## src/rtl/fetch_sequencer.sv

```systemverilog
// Fetch sequencer: IDLE/ADDR/DATA/EXEC control around a 1-cycle-latency imem.
// Optional macro FETCH_SELF_JUMP_HALT_EN: a self-jump in EXEC enters HALT.
module fetch_sequencer #(
    parameter logic [31:0] RESET_PC = 32'd0
) (
    input  logic        clk,
    input  logic        rst,
    input  logic        start,
    input  logic        stall,
    input  logic [31:0] nextpc,
    input  logic [31:0] imem_rdata,
    output logic [7:0]  imem_addr,
    output logic [31:0] ins,
    output logic [31:0] pc,
    output logic        ins_valid,
    output logic [31:0] retired,
    output logic        halted
);

    typedef enum logic [2:0] {
        IDLE = 3'd0,
        ADDR = 3'd1,
        DATA = 3'd2,
        EXEC = 3'd3,
        HALT = 3'd4
    } state_t;

    state_t state;
    state_t state_n;
    logic   retire;

    assign retire = (state == EXEC) && !stall;

    always_ff @(posedge clk or posedge rst) begin
        if (rst) state <= IDLE;
        else     state <= state_n;
    end

    always_comb begin
        state_n = state;
        unique case (state)
            IDLE: if (start) state_n = ADDR;
            ADDR: state_n = DATA;
            DATA: state_n = EXEC;
            EXEC: begin
                if (!stall) begin
`ifdef FETCH_SELF_JUMP_HALT_EN
                    state_n = (nextpc == pc) ? HALT : ADDR;
`else
                    state_n = ADDR;
`endif
                end
            end
            HALT: state_n = HALT;
            default: state_n = IDLE;
        endcase
    end

    // Outputs decode only the state register, never the inputs.
    always_comb begin
        ins_valid = (state == EXEC);
        imem_addr = pc[7:0];
`ifdef FETCH_SELF_JUMP_HALT_EN
        halted = (state == HALT);
`else
        halted = 1'b0;
`endif
    end

    always_ff @(posedge clk or posedge rst) begin
        if (rst) begin
            pc      <= RESET_PC;
            ins     <= 32'd0;
            retired <= 32'd0;
        end else begin
            if (state == DATA) ins <= imem_rdata;
            if (retire) begin
                // On a halting self-jump nextpc equals pc, so pc holds.
                pc <= nextpc;
                if (retired != 32'hFFFF_FFFF) retired <= retired + 32'd1;
            end
        end
    end

endmodule

```

## config.mk

```make
export PLATFORM = sky130hd
export DESIGN_NAME = fetch_sequencer
export DESIGN_NICKNAME = d
export VERILOG_FILES = /design/src/rtl/fetch_sequencer.sv
export SDC_FILE = /design/constraint.sdc
export NUM_CORES = 1
export LEC_CHECK = 0
export ABC_AREA = 0
export CAP_MARGIN = 15
export CORE_ASPECT_RATIO = 0.7
export CORE_UTILIZATION = 43
export DETAILED_ROUTE_END_ITERATION = 8
export GPL_TIMING_DRIVEN = 0
export HOLD_SLACK_MARGIN = 0.1
export PLACE_DENSITY = 0.81
export RECOVER_POWER = 100
export SETUP_SLACK_MARGIN = 0.15
export SYNTH_ARGS = -nofsm -noshare
export SYNTH_HDL_FRONTEND = slang
export SYNTH_SLANG_ARGS = --single-unit
```

## constraint.sdc

```tcl
create_clock -name clk -period 4.1 [get_ports clk]
set_clock_uncertainty 0.1 [all_clocks]
set_input_delay 0.615 -clock clk [delete_from_list [all_inputs] [get_ports clk]]
set_output_delay 0.615 -clock clk [all_outputs]
set_load 0.005 [all_outputs]
```

==> impl_metrics.toml <==
[run_status]
status = "finished with violations"
violations = "capacitance limit, slew limit"

[clock_tree]
cts-root-buf = "clkbuf_16"
numCtsBuffers = 9
postCtsSetupBuffers = 0
cts_tree = "yes"
ctsHtreeMaxLevel = 3
clkTransAtPathRegs_ns = 0.06
clkSinkCount = 99
cts_max_path_buffers = 2
ctsHoldBuffers = 0
cts.repair.resized = 0
insertion_delay_ns = 0.34

[timing]
report.final.slew_viol_count = 45
hold_ws_ns = 0.369
worst_pin_slew_ns = 2.03
finalCriticalPeriod_ns = 2.90
hold_viol = 0
rsz0062_at_grt = "no"
finalSetupViolations = 0
finalCritPeriodShare_pct = 70.8
max_freq_mhz = 345
slew_headroom_pct = -36.1

[global_routing]
grt_overflow = 0
antenna_found_initial = 0
grt_usage_pct = 21.4
grt_max_degree = 56
top_usage_layer = "met2"
gr-usage-met1_pct = 27.6
grt_use_met2_pct = 35.4
grt_pass1_vias = 3344
use_met3_pct = 5.43
grt_pass1_wl_um = 16700

[critical_path]
worstReg2RegEnd = "retired[12]"
cp_slowest_cell = "nor3_1"
r2r_cells = 6
cpPeakStageDelay_ns = 0.76
path_class = "in -> reg"
worstSetupStartpoint = "stall"
crit_path_cell_trace = "dlygate4sd3_1 > nor3_1 > o31a_4 > clkbuf_1 > nand3_1 > xnor2_1"
crit_path_end = "retired[11]"
endpoint_kind = "flop"
timing.rr.start = "retired[0]"
arrival_ns = 3.02
start_kind = "primary input"
cp_max_fo = 10
r2r_setup_slack_ns = 1.21
critPathRequiredTime_ns = 4.22

[final_layout]
layout_common_cells = "nand2_1 (113), dlygate4sd3_1 (108), dfrtp_1 (99)"
final_common_cell = "nand2_1"
nets = 629
multi_input_area_um2 = 1510
antenna_cells = 0
n_fill_cell = 709
area_growth_pct = 53.1
seqCellArea_um2 = 2480
stdcell_count = 689
layout-drive-gt1-share_pct = 10.8

[synth]
synth_compound_gate_area_share_pct = 1.65
synth_warnings = 0
synthCells = 376
synth_simple_gate_area_share_pct = 20.0
seq_area_frac_synth_pct = 59.6
netlist_area_um2 = 4160
synth_mux_area_share_pct = 8.94
syn-num-nets = 445
synth-xor-area-share_pct = 6.11
syn_avg_cell_area_um2 = 11.1
synth_fa_ha_area_share_pct = 0.301
ys_types = 30
synth-seq-cells = 99
synth_top_family_by_area = "simple AND/OR/NAND/NOR gates"

[placed_design]
gp_congestion = 0.793
place_inst = 673
port_buffers = 172
dp_hpwl_um = 7920

[route]
avgRoutedWirePerCell_um = 15.4
drc_errors = 0
dr.pass1.iters = 4
drt-initial-drc-count = 140
vias_per_cell = 4.89
drtAntennaViolNets = 0
vias = 3368
wl_um = 10600

[floorplan]
core_um2 = 9220
die_w_um = 120
dieArea_um2 = 10100
io_pins = 174
fp.dieH_um = 84.3
initial_core_util_pct = 45.1
rows = 29

[job]
maxCapViolCount = 1

[pwr]
seq_power_share_pct = 38.8
intPower_mw = 2.83
p_sw_mw = 1.14
max-vdd-ir-drop_mv = 0.423
powerDensity_nw_per_um2 = 624
total_power_mw = 3.97
swShare_pct = 28.7
power_leakage_nw = 2.97
combPwrFrac_pct = 37.2
clkPwrFrac_pct = 24.0

[worst_hold_path]
whs_path_depth = 2
worstHoldStart = "pc[26]"
hold_class = "reg -> reg"
==> metrics by stage <==
step | util (%) | instance area (um2) | TNS [ns] | setup WS (ns)
after floorplan | - | 4160 | 0 | 0.795
after global placement | 65.5 | 6040 | -56.94 | -0.581
after detailed placement | 65.8 | 6070 | 0 | 1.26
after CTS | 69.5 | 6410 | 0 | 1.62
after global routing | 69.1 | 6370 | 0 | 1.03
final | 69.1 | 6370 | 0 | 1.20
==> worst min path at each step <==
stage / endpoint / slack [ns]
finish: pc[26] / 0.37
global route: pc[17] / 0.40
CTS: pc[21] / 0.38
detailed placement: pc[17] / 0.36
global placement: pc[31] / 0.36
floorplan: pc[10] / 0.37
==> final cells by class <==
class | instances | share of cell area [%]
sequential | 99 | 38.9
timing repair buffer | 173 | 27.5
multi-input combinational | 251 | 23.7
clock buffer | 12 | 3.87
tap | 124 | 2.44
buffer | 21 | 1.77
clock inverter | 4 | 1.53
inverter | 5 | 0.314
==> logic make-up (layout without fill, tap and decap cells) <==
logic type,count (synthesis),after routing
other cells,1,1
buf+inv,26,215
mux,33,33
simple gates,182,182
xor+xnor,29,29
flops,99,99
compound gates,5,5
fa+ha+maj,1,1
==> Yosys cell counts, drive strengths merged <==
cell	count	area, um2
xor2	11	96.3
dfrtp	99	2480
nand3	13	70.1
nor4	3	18.8
nand2	113	424
o31a	1	17.5
a211oi	1	20.0
o31ai	1	21.3
nor3	10	55.1
and3	5	31.3
inv	5	18.8
clkbuf	10	37.5
mux2	33	372
nand4bb	1	11.3
buf	11	82.6
and4	4	35.0
a21oi	2	10.0
nor2	11	41.3
conb	1	3.75
ha	1	12.5
and2	4	25.0
or4	1	11.3
xnor2	18	158
or2	1	6.26
nand4	14	87.6
nor3b	2	15.0
==> per-layer routing <==
metal	vias to the layer above	wire length [um]
li1	1608	-
met1	1625	4660
met2	119	5150
met3	16	559
met4	0	203
met5	-	0
==> state kept, by name (all words and copies together), names as in the netlist <==
signal   count
retired     32
state        3
ins         32
pc          32
==> power groups by stage <==
stage	combinational [mW]	sequential, mW	clock [mW]
after global placement	1.60	1.54	0
after global routing	1.61	1.59	1.02
final	1.48	1.54	0.955
after CTS	1.66	1.56	0.977
after floorplan	0.629	1.57	0
after detailed placement	1.65	1.57	0
==> worst max-delay path, delay by kind of cell <==
family / cells / cell delay (ns)
and+or+nand+nor: 2 / 0.93
xor gates and xnor gates: 1 / 0.17
AOI/OAI and AO/OA: 1 / 0.32
buffers and inverters: 2 / 0.98
Note: power is estimated with default switching activity, not from simulation.
